## config.mk

```make
export PLATFORM = sky130hd
export DESIGN_NAME = card_deck_module_flat
export DESIGN_NICKNAME = d
export VERILOG_FILES = /design/src/rtl/card_deck_module_if.sv /design/src/rtl/card_deck_module.sv /design/src/flat_wrapper.sv
export SDC_FILE = /design/constraint.sdc
export NUM_CORES = 1
export LEC_CHECK = 0
export BUFFER_PORTS_ARGS = -buffer_cell sky130_fd_sc_hd__buf_2
export CELL_PAD_IN_SITES_DETAIL_PLACEMENT = 1
export CELL_PAD_IN_SITES_GLOBAL_PLACEMENT = 1
export CORE_AREA = 4 4 156 158
export CTS_BUF_LIST = sky130_fd_sc_hd__clkbuf_2
export CTS_CLUSTER_DIAMETER = 50
export DETAILED_ROUTE_END_ITERATION = 12
export DIE_AREA = 0 0 160 162
export PLACE_DENSITY = 0.58
export SLEW_MARGIN = 20
export SYNTH_ARGS = -nofsm -noshare
export SYNTH_HDL_FRONTEND = slang
export SYNTH_SLANG_ARGS = --single-unit
```

## constraint.sdc

```tcl
create_clock -name clk -period 2 [get_ports clk]
set_input_delay 0.2 -clock clk [delete_from_list [all_inputs] [get_ports clk]]
set_output_delay 0.2 -clock clk [all_outputs]
set_load 0.1 [all_outputs]
```

## src/rtl/card_deck_module_if.sv

```systemverilog
// Card-fetch interface between the blackjack game FSM (master) and the
// card deck (slave). The game FSM drives the deck index and shuffle request;
// the deck returns the registered card value and its ready flag.
interface card_deck_module_if;
    logic [5:0] addrCard;
    logic       shuffle;
    logic [3:0] card;
    logic       ready;

    modport master (
        output addrCard,
        output shuffle,
        input  card,
        input  ready
    );

    modport slave (
        input  addrCard,
        input  shuffle,
        output card,
        output ready
    );
endinterface

```

## src/rtl/card_deck_module.sv

```systemverilog
// card_deck_module: 52-card blackjack value deck with a registered,
// fully pipelined read port and an optional in-place Fisher-Yates shuffle
// driven by a free-running 16-bit Fibonacci LFSR (x^16+x^14+x^13+x^11+1).
//
// Build option: define CARD_DECK_SHUFFLE_EN to compile in the LFSR and the
// PICK/SWAP states. Without it the deck stays in ordered order, shuffle is
// ignored and LFSR_SEED is unused.
//
// state | meaning
// ------+-------------------------------------------------------------
// INIT  | write deck[idx] with its ordered value, one entry per cycle
// IDLE  | deck stable, ready=1, card reads served
// PICK  | draw candidate j from the LFSR until j <= idx
// SWAP  | exchange deck[idx] and deck[j], step idx down
module card_deck_module #(
    parameter logic [15:0] LFSR_SEED = 16'hACE1
) (
    input logic                clk,
    input logic                reset,
    card_deck_module_if.slave  bus
);

    typedef enum logic [1:0] {INIT, IDLE, PICK, SWAP} state_t;

    state_t     state;
    state_t     state_next;
    logic       init_go;
    logic [5:0] idx;
    logic [3:0] rank;
    logic [3:0] deck [0:51];
    logic       ready_int;
    logic [3:0] card_q;

`ifdef CARD_DECK_SHUFFLE_EN
    logic [15:0] lfsr;
    logic [5:0]  jdx;
    logic [5:0]  mask;
    logic [5:0]  cand;
    logic        cand_ok;

    // Free-running LFSR; advancing in every state lets request timing add entropy.
    always_ff @(posedge clk or negedge reset) begin
        if (!reset) begin
            lfsr <= LFSR_SEED;
        end else begin
            lfsr <= {lfsr[14:0], lfsr[15] ^ lfsr[13] ^ lfsr[12] ^ lfsr[10]};
        end
    end

    // Mask is the smallest all-ones value covering idx, so rejection keeps j uniform.
    always_comb begin
        mask = 6'd63;
        if (idx < 6'd2)       mask = 6'd1;
        else if (idx < 6'd4)  mask = 6'd3;
        else if (idx < 6'd8)  mask = 6'd7;
        else if (idx < 6'd16) mask = 6'd15;
        else if (idx < 6'd32) mask = 6'd31;
        cand    = lfsr[5:0] & mask;
        cand_ok = (cand <= idx);
    end
`else
    logic unused_cfg;
    assign unused_cfg = ^{bus.shuffle, LFSR_SEED};
`endif

    // First edge after reset release only arms INIT so the release edge never
    // coincides with a deck write.
    always_ff @(posedge clk or negedge reset) begin
        if (!reset) begin
            init_go <= 1'b0;
        end else begin
            init_go <= 1'b1;
        end
    end

    // State register.
    always_ff @(posedge clk or negedge reset) begin
        if (!reset) begin
            state <= INIT;
        end else begin
            state <= state_next;
        end
    end

    // Next-state logic.
    always_comb begin
        state_next = state;
        case (state)
            INIT: begin
                if (init_go && idx == 6'd51) state_next = IDLE;
            end
            IDLE: begin
`ifdef CARD_DECK_SHUFFLE_EN
                if (bus.shuffle) state_next = PICK;
`endif
            end
`ifdef CARD_DECK_SHUFFLE_EN
            PICK: begin
                if (cand_ok) state_next = SWAP;
            end
            SWAP: begin
                if (idx == 6'd1) state_next = IDLE;
                else             state_next = PICK;
            end
`endif
            default: state_next = INIT;
        endcase
    end

    // Output logic: the deck is only readable while idle.
    always_comb begin
        ready_int = (state == IDLE);
    end

    // Deck index, rank tracker for INIT and latched swap partner.
    always_ff @(posedge clk or negedge reset) begin
        if (!reset) begin
            idx  <= 6'd0;
            rank <= 4'd1;
`ifdef CARD_DECK_SHUFFLE_EN
            jdx  <= 6'd0;
`endif
        end else begin
            case (state)
                INIT: begin
                    if (init_go && idx != 6'd51) begin
                        idx  <= idx + 6'd1;
                        rank <= (rank == 4'd13) ? 4'd1 : rank + 4'd1;
                    end
                end
`ifdef CARD_DECK_SHUFFLE_EN
                IDLE: begin
                    if (bus.shuffle) idx <= 6'd51;
                end
                PICK: begin
                    if (cand_ok) jdx <= cand;
                end
                SWAP: begin
                    idx <= idx - 6'd1;
                end
`endif
                default: ;
            endcase
        end
    end

    // Deck storage: ordered fill during INIT, pairwise exchange during SWAP.
    always_ff @(posedge clk) begin
        if (state == INIT && init_go) begin
            deck[idx] <= (rank > 4'd10) ? 4'd10 : rank;
        end
`ifdef CARD_DECK_SHUFFLE_EN
        else if (state == SWAP) begin
            deck[idx] <= deck[jdx];
            deck[jdx] <= deck[idx];
        end
`endif
    end

    // Registered read port; out-of-range or not-ready reads return 0.
    always_ff @(posedge clk or negedge reset) begin
        if (!reset) begin
            card_q <= 4'd0;
        end else if (ready_int && bus.addrCard <= 6'd51) begin
            card_q <= deck[bus.addrCard];
        end else begin
            card_q <= 4'd0;
        end
    end

    assign bus.card  = card_q;
    assign bus.ready = ready_int;

endmodule

```

## src/flat_wrapper.sv

```systemverilog
// flat-port wrapper written by rule: the top's interface ports become plain ports
module card_deck_module_flat 
#(
    parameter logic [15:0] LFSR_SEED = 16'hACE1
)
  (clk, reset, bus_addrCard, bus_shuffle, bus_card, bus_ready);
  card_deck_module_if bus_i ();
  input logic clk;
  input logic reset;
  input wire logic [$bits(bus_i.addrCard)-1:0] bus_addrCard;
  input wire logic [$bits(bus_i.shuffle)-1:0] bus_shuffle;
  output wire logic [$bits(bus_i.card)-1:0] bus_card;
  output wire logic [$bits(bus_i.ready)-1:0] bus_ready;
  assign bus_i.addrCard = bus_addrCard;
  assign bus_i.shuffle = bus_shuffle;
  assign bus_card = bus_i.card;
  assign bus_ready = bus_i.ready;
  card_deck_module #(.LFSR_SEED(LFSR_SEED)) u_core (.clk(clk), .reset(reset), .bus(bus_i));
endmodule
```

---- Yosys cells after proc, flatten, opt, wreduce, memory -nomap -nowiden ----
Memory sizes are Yosys's and may differ from the RTL's.
Cells that the tools add are included.
operators by class
  add/sub/neg operators ................... 2
  order comparisons ....................... 2
  equal/unequal tests ..................... 5
  multiplexer cells ....................... 7
  bitwise gates (word level) .............. 1
  reduce and logical (&&, ||, !) cells .... 7
operators by type and width
  cell                                                   number
  two-way mux 4 bit                                      3
  adder 6 x 1 -> 6 bit, second input constant            1
  equality test 6 bit, second input constant             1
  less-or-equal comparator 6 bit, second input constant  1
  != test 6 bit, second input constant                   1
  adder 4 x 1 -> 4 bit, second input constant            1
  equality test 4 bit, second input constant             1
  greater-than comparator 4 bit, second input constant   1
  logical AND 1 bit                                      4
  case mux 2 bit (2 select lines)                        1
  AND reduction 2 bit                                    2
  equality test 2 x 1 -> 1 bit, second input constant    1
  zero test 2 bit                                        1
  two-way mux 1 bit                                      2
  two-way mux 2 bit                                      1
  != test 2 x 1 -> 1 bit, second input constant          1
  NOT 1 bit                                              1
word-level totals
  register bits after elaboration ......... 17
  RAM bits ................................ 208
  input bits .............................. 9
  output and inout bits ................... 5
  memories kept ........................... 1
memories
  memory       depth  bits a word  rd ports  clocked after memory_dff  write ports  RTL line                text
  u_core.deck  52     4            1         0                         1            card_deck_module.sv:30  logic [3:0] deck [0:51];

---- Longest topological paths before layout ----
Gate-level depths: netlist of run 1.
  word-level depth ........................ 4
  gate-level depth with buffers ........... 7
  depth with buffers taken out ............ 5

---- Least setup slack after synthesis of run 1 ----
Ideal clock, no wire load.
  path type ............................... register to register
  start ................................... register u_core.state[0]
  end ..................................... memory u_core.deck[47][0], enable pin
  setup time .............................. 0.367 ns
  data arrival time ....................... 1.838 ns
  required time ........................... 1.633 ns
  path slack .............................. -0.205 ns
  cell stages (with the launch flop) ...... 5
  path buffers ............................ 0
  clock period less this slack ............ 2.205 ns
  path through ............................ dfrtp_1 and3b_1 and3_1 nand2_1 nor3b_1
between the ends
  longest elaborated chain between the ends .. 4
ends and longest elaborated chain
  what                    RTL line                 text
  from (decl)             card_deck_module.sv:25   state_t state;
  from (signal assigned)  card_deck_module.sv:81   state <= state_next;
  zero test 2 bit         card_deck_module.sv:149  if (state == INIT && init_go) begin
  logical AND 1 bit       card_deck_module.sv:149
  two-way mux 1 bit       card_deck_module.sv:149
  two-way mux 1 bit       card_deck_module.sv:150  deck[idx] <= (rank > 4'd10) ? 4'd10 : rank;
  to (decl)               card_deck_module.sv:30
No other way between the ends.

---- Final worst setup path of run 1 ----
  start ................................... register u_core.idx[4]
  end ..................................... memory u_core.deck[4][3], enable pin
RTL lines
  what                    RTL line                 text
  from (decl)             card_deck_module.sv:28   logic [5:0] idx;
  from (signal assigned)  card_deck_module.sv:127  idx <= idx + 6'd1;
No word-level cell before the write port.

==> flow_metrics.tcl, run 1 <==
set metrics [dict create \
    end_kind "flop" \
    period_minus_slack_ps 1880 \
    vdd_drop_max_mv 0.837 \
    final_cell_mix "208 x edfxtp_1, 78 x clkbuf_2, 76 x buf_4" \
    worstSetupPathType "reg -> reg" \
    synth_edf_count 208 \
    clkTransAtPathRegs_ps 110 \
    routabilityCongestion 0.755 \
    cp_cell_sequence "or3_1 -> nor2_1" \
    routed_wl_mm 21.5 \
    ys.flop_type "edfxtp_1" \
    yosysWarnings 0 \
    track_usage 0.171 \
    wl_per_cell_um 22.7 \
    ant_nets 0 \
    rsz0062_at_grt "false" \
    maxCapViolCount 0 \
    vias 4933 \
    layout.nets 633 \
    seqPwrFrac 0.549 \
    syn-num-nets 505 \
    area_growth_pct 16.5 \
    rows 56 \
    switchingPower_mw 3.70 \
    numPortBuffers 12 \
    async_reset_ff_frac 0.0714 \
    fmax_mhz 533 \
    clock-root-buffer "clkbuf_2" \
    drtPass1Iterations 4 \
    final.period_utilization 0.939 \
    status "complete, no violations" \
    post-place-ws_ps -162 \
    syn_area_sq_um 9040 \
    syn_avg_cell_area_sq_um 18.3 \
    pwr-share-comb 0.211 \
    ys_types 51 \
    finalWorstSetupSlack_ps 122 \
    syn_inst 495 \
    cts_max_level 2 \
    crit_slowest_cell "or3_1" \
    cp_max_fo 10 \
    hp-start "bus_addrCard[2]" \
    via_per_inst 5.20 \
    p_leak_nw 3.70 \
    cts_buffers 57 \
    setup_tns_ps 0 \
    reg2reg_from "u_core.idx[4]$_DFFE_PN0P_" \
    slowest_delay_ps 600 \
    ys_seq_area_frac 0.736 \
    hold_viol 0 \
    place_area_sq_um 9980 \
    layout_commonest_cell "edfxtp_1" \
    hold_slack_ps 108 \
    drt_iter0_drc 340 \
    critPathArrivalTime_ps 2300 \
    hold_path_class "in -> reg" \
    gr-total-overflow 0 \
    coreArea_sq_um 23100 \
    grt_pass1_wl_mm 33.5 \
    insertion_delay_ps 820 \
    ys_ff_latch 224 \
    drc 0 \
    cts.sinks 224 \
    drv_slew 0 \
    drive_gt1_frac 0.341 \
    relSlewSlack 0.402 \
    die_w_um 160 \
    grt_max_degree 54 \
    critPathLaunchType "flop" \
    p_per_area_nw_per_um2 1110 \
    antenna_found_initial 1 \
    setup_viol 0 \
    io_pins 14 \
    clock_power_share 0.240 \
    clockBufferDepth 3 \
    stdcell_area_sq_um 10500 \
    start_util 0.391 \
    die_area_sq_um 25900 \
    die_h_um 162 \
    dp_hpwl_mm 14.3 \
    grt_pass1_vias 5537 \
    startpoint "u_core.idx[4]$_DFFE_PN0P_" \
    clock_skew_ps 61.8 \
    cp.required_ps 2420 \
    cts_tree "done" \
    p_int_mw 7.94 \
    tightest_slew_ps 895 \
    switching_share 0.318 \
]
[power groups by stage]
stage          Sequential, mW  Clock (mW)  Combinational, mW
5_1_grt                  6.44        3.18               2.70
2_1_floorplan            6.53           0               1.24
4_1_cts                  6.40        2.93               2.51
6_report                 6.39        2.80               2.46
3_5_place_dp             6.50           0               2.50
3_3_place_gp             6.47           0               2.38
[through the flow]
| step | instances | power, mW | util |
|---|---|---|---|
| after global placement | 849 | 8.86 | 0.432 |
| after detailed placement | 849 | 9.00 | 0.432 |
| after floorplan | 495 | 7.77 | - |
| after CTS | 947 | 11.8 | 0.453 |
| final | 948 | 11.6 | 0.455 |
| after global routing | 948 | 12.3 | 0.455 |
[layer usage]
layer | wire (um) | vias to the layer above | GRT usage
met5 | 0 | - | 0
li1 | - | 2248 | -
met4 | 510 | 0 | 0.0614
met2 | 10800 | 119 | 0.289
met1 | 9100 | 2530 | 0.221
met3 | 1070 | 36 | 0.0343
[repair_timing]
action,CTS,global route
pin swaps,0,1
buffers inserted,0,0
endpoints found under the setup margin,1,9
hold buffers,5,0
resized for setup,1,5
endpoints found under the hold margin,20,0
[kinds of logic after synthesis]
group	Yosys count	share of synthesized area
buf+inv	32	0.0165
compound gates	39	0.0379
fa+ha+maj	1	0.00138
other cells	1	0.000415
xor+xnor	5	0.00485
mux	73	0.140
flops	224	0.736
simple gates	120	0.0636
[path summary, 6_finish.rpt]
path                                                end  slack, ps  cells past startpoint
setup / recovery            u_core.deck[4][3]$_DFFE_PP_        120                      2
hold / removal             u_core.bus.card[1]$_DFF_PN0_        110                      4
setup reg to reg            u_core.deck[4][3]$_DFFE_PP_        120                      2
hold reg to reg             u_core.state[0]$_DFFE_PN0P_        510                      1
max in group asynchronous   u_core.state[0]$_DFFE_PN0P_        180                      4
min in group asynchronous    u_core.rank[0]$_DFFE_PN1P_        490                      3
[worst max-delay path, delay by kind of cell, from the launching register on]
family,cells,cell delay (ps)
flops,1,520
simple gates,2,1000
[sequential cells by signal, summed over array words and instances (netlist names)]
name and count:
u_core.bus.card 4, u_core.idx 6, u_core.state 1, u_core.init_go 1, u_core.rank 4, u_core.deck 208
[cell type report]
class                      count  area (sq um)
clock buffer                  78           390
antenna                        1          2.50
inverter                       5          18.8
tap                          290           363
multi-input combinational    239          2290
sequential                   224          6650
timing repair buffer          96           756
clock inverter                15          57.6
fill                        2269         12600
[synth_stat cells (2+ instances only)]
master     count  share of area
o21ai_0        7         0.0039
and2_1         8         0.0055
nor2b_1        5         0.0035
mux4_2        37          0.092
mux2_2         3         0.0037
o21a_1         2         0.0017
o22a_1         4         0.0039
or3b_1         2         0.0019
clkbuf_1      13         0.0054
nor3_1         7         0.0039
o32ai_1        3         0.0029
inv_1          5         0.0021
nand2b_1       3         0.0021
or3b_2         2         0.0019
nand3_1        8         0.0044
mux4_1         4          0.012
nor2_1        57          0.024
a32o_1         4         0.0044
o221ai_1       3         0.0029
dfrtp_1       15          0.042
buf_2          8         0.0044
nand2_1       15         0.0062
o2111a_1       3         0.0037
buf_4          3         0.0025
o211a_1        2         0.0022
a2111oi_2      3         0.0050
nor3b_1        3         0.0025
edfxtp_1     208           0.69
xnor2_1        4         0.0039
buf_1          2        0.00083
mux2i_1       28          0.031
nand3b_1       5         0.0042
No activity file was read; power rests on OpenSTA's default activity.
==> run 2, diff against run 1 <==
--- a/config.mk
+++ b/config.mk
@@ -13,7 +13,7 @@
 export CTS_CLUSTER_DIAMETER = 50
 export DETAILED_ROUTE_END_ITERATION = 12
 export DIE_AREA = 0 0 160 162
-export PLACE_DENSITY = 0.58
+export PLACE_DENSITY = 0.6
 export SLEW_MARGIN = 20
 export SYNTH_ARGS = -nofsm -noshare
 export SYNTH_HDL_FRONTEND = slang
==> constraint.sdc (replaced) <==
create_clock -name clk -period 1.5 [get_ports clk]
set_input_delay 0.15 -clock clk [delete_from_list [all_inputs] [get_ports clk]]
set_output_delay 0.15 -clock clk [all_outputs]
set_load 0.1 [all_outputs]
==> run 2 against run 1 <==
  * The flow now finishes with violations (negative setup slack)
  * Register-to-register slack lost 390 ps
  * Clock-buffer cell count grew 14
  * Sequential share of layout area shrank 5.3 points
  * First-iteration DRC count shrank 17%
  * Critical path type unchanged
  * Clock skew shrank 15 ps
  * Design area grew 9.3%
==> flow_metrics.tcl, run 2 (synthesis gave the netlist of run 1 again) <==
set metrics [dict create \
    grt_pass1_vias 5604 \
    timing.reg2reg.setup_slack_ps -270 \
    clock_skew_ps 46.7 \
    wl_per_cell_um 23.0 \
    drc 0 \
    drive_gt1_frac 0.473 \
    worstSetupPathType "reg -> reg" \
    met2_usage 0.297 \
    finalWorstSetupSlack_ps -268 \
    cts_tree "done" \
    vdd_drop_max_mv 1.37 \
    p_leak_nw 3.96 \
    dp_hpwl_mm 14.7 \
    insertion_delay_ps 830 \
    critPathLaunchType "flop" \
    met1_usage 0.232 \
    coreArea_sq_um 23100 \
    hp-start "bus_addrCard[0]" \
    grt_pass1_wl_mm 34.7 \
    io_pins 14 \
    area_growth_pct 27.4 \
    pwr-share-comb 0.283 \
    routed_wl_mm 22.1 \
    clkTransAtPathRegs_ps 100 \
    largest_reg_flops 208 \
    setup_tns_ps -33140 \
    gr-total-overflow 0 \
    reg2reg_from "u_core.state[0]$_DFFE_PN0P_" \
    period_minus_slack_ps 1770 \
    fmax_mhz 565 \
    rsz0062_at_grt "true" \
    regArea_sq_um 6660 \
    relSlewSlack 0.432 \
    maxCapViolCount 0 \
    layout.nets 634 \
    n_fill_cell 2203 \
    final_cell_mix "208 x edfxtp_1, 92 x clkbuf_2, 48 x nor2_4, 48 x buf_4, 39 x mux4_2" \
    final.period_utilization 1.18 \
    violations "negative setup slack" \
    tightest_slew_ps 849 \
    die_h_um 162 \
    drtPass1Iterations 4 \
    cp.required_ps 2010 \
    routabilityCongestion 0.772 \
    clock_power_share 0.246 \
    rows 56 \
    die_area_sq_um 25900 \
    numPortBuffers 12 \
    drv_slew 0 \
    cts.sinks 224 \
    critPathArrivalTime_ps 2280 \
    drt_iter0_drc 283 \
    p_per_area_nw_per_um2 1570 \
    via_per_inst 5.23 \
    clockBufferDepth 3 \
    p_total_mw 18.1 \
    track_usage 0.177 \
    antenna_found_initial 1 \
    seqPwrFrac 0.471 \
    switching_share 0.328 \
    vias 5026 \
    clock-root-buffer "clkbuf_2" \
    start_util 0.391 \
    reg.largest.list "u_core.deck x208, u_core.idx x6" \
    grtUsageMet3 0.0424 \
    status "complete, but fails checks" \
    layout_commonest_cell "edfxtp_1" \
    switchingPower_mw 5.93 \
    grt_max_degree 54 \
    hold_viol 0 \
    cts_buffers 60 \
    ant_nets 0 \
    hold_path_class "in -> reg" \
    multiInputGateArea_sq_um 2870 \
    cts_max_level 2 \
    regMostFlops "u_core.deck" \
    startpoint "u_core.state[0]$_DFFE_PN0P_" \
    cp_max_fo 6 \
    end_kind "flop" \
    setup_viol 223 \
    busiest_layer "met2" \
    die_w_um 160 \
    p_int_mw 12.1 \
]
==> run 2: metrics by stage <==
| step | worst slack, ps | instance area [sq um] | instances | hold slack (ps) | utilization |
|---|---|---|---|---|---|
| after detailed placement | -433 | 10400 | 837 | 109 | 0.451 |
| after CTS | -359 | 11500 | 958 | 160 | 0.495 |
| final | -268 | 11500 | 961 | 250 | 0.498 |
| after floorplan | -281 | 9550 | 495 | -146 | - |
| after global placement | -377 | 10400 | 837 | 111 | 0.451 |
| after global routing | -367 | 11500 | 961 | 207 | 0.498 |
==> run 2: cell type report <==
cell class | count | share of cell area
Sequential cell | 224 | 0.578
Multi-Input combinational cell | 239 | 0.250
Timing Repair Buffer | 94 | 0.0888
Clock buffer | 92 | 0.0400
Tap cell | 290 | 0.0315
Clock inverter | 16 | 0.0100
Inverter | 5 | 0.00163
Antenna cell | 1 | 0.000217
==> run 2: power groups by stage <==
| stage | clock network [mW] | registers [mW] | logic, mW |
|---|---|---|---|
| 2_1_floorplan | 0 | 8.74 | 2.28 |
| 3_3_place_gp | 0 | 8.60 | 4.43 |
| 3_5_place_dp | 0 | 8.63 | 4.60 |
| 6_report | 4.45 | 8.50 | 5.12 |
| 5_1_grt | 4.99 | 8.56 | 5.49 |
| 4_1_cts | 4.65 | 8.50 | 5.13 |
==> run 2: path summary, 6_finish.rpt <==
path                                                 to  cells after the start
max in group asynchronous   u_core.state[0]$_DFFE_PN0P_                      3
setup / recovery           u_core.deck[51][0]$_DFFE_PP_                      6
hold reg to reg             u_core.state[0]$_DFFE_PN0P_                      1
setup reg to reg           u_core.deck[51][0]$_DFFE_PP_                      6
min in group asynchronous    u_core.rank[0]$_DFFE_PN1P_                      3
hold / removal             u_core.bus.card[0]$_DFF_PN0_                      5
==> run 2: metal layers <==
layer	up-vias	wire length, um	share of wire
li1	2279	-	-
met1	2588	9320	0.42
met2	121	11100	0.50
met3	38	1220	0.055
met4	0	482	0.022
met5	-	0	0
==> run 2: repair_timing <==
| action | in CTS | in global routing |
|---|---|---|
| endpoints found under the setup margin | 224 | 225 |
| pin swaps | 24 | 6 |
| hold buffers | 7 | 0 |
| gates resized for setup | 72 | 9 |
| hold endpoints to repair | 20 | 0 |
| setup buffers | 6 | 2 |
==> run 2: worst max-delay path: stages, from the launching register on <==
cell,delay [ps]
dfrtp_4,500
buf_6,130
nor2b_4,100
nor2b_4,190
nand3_4,200
buf_4,210
nor2_4,150
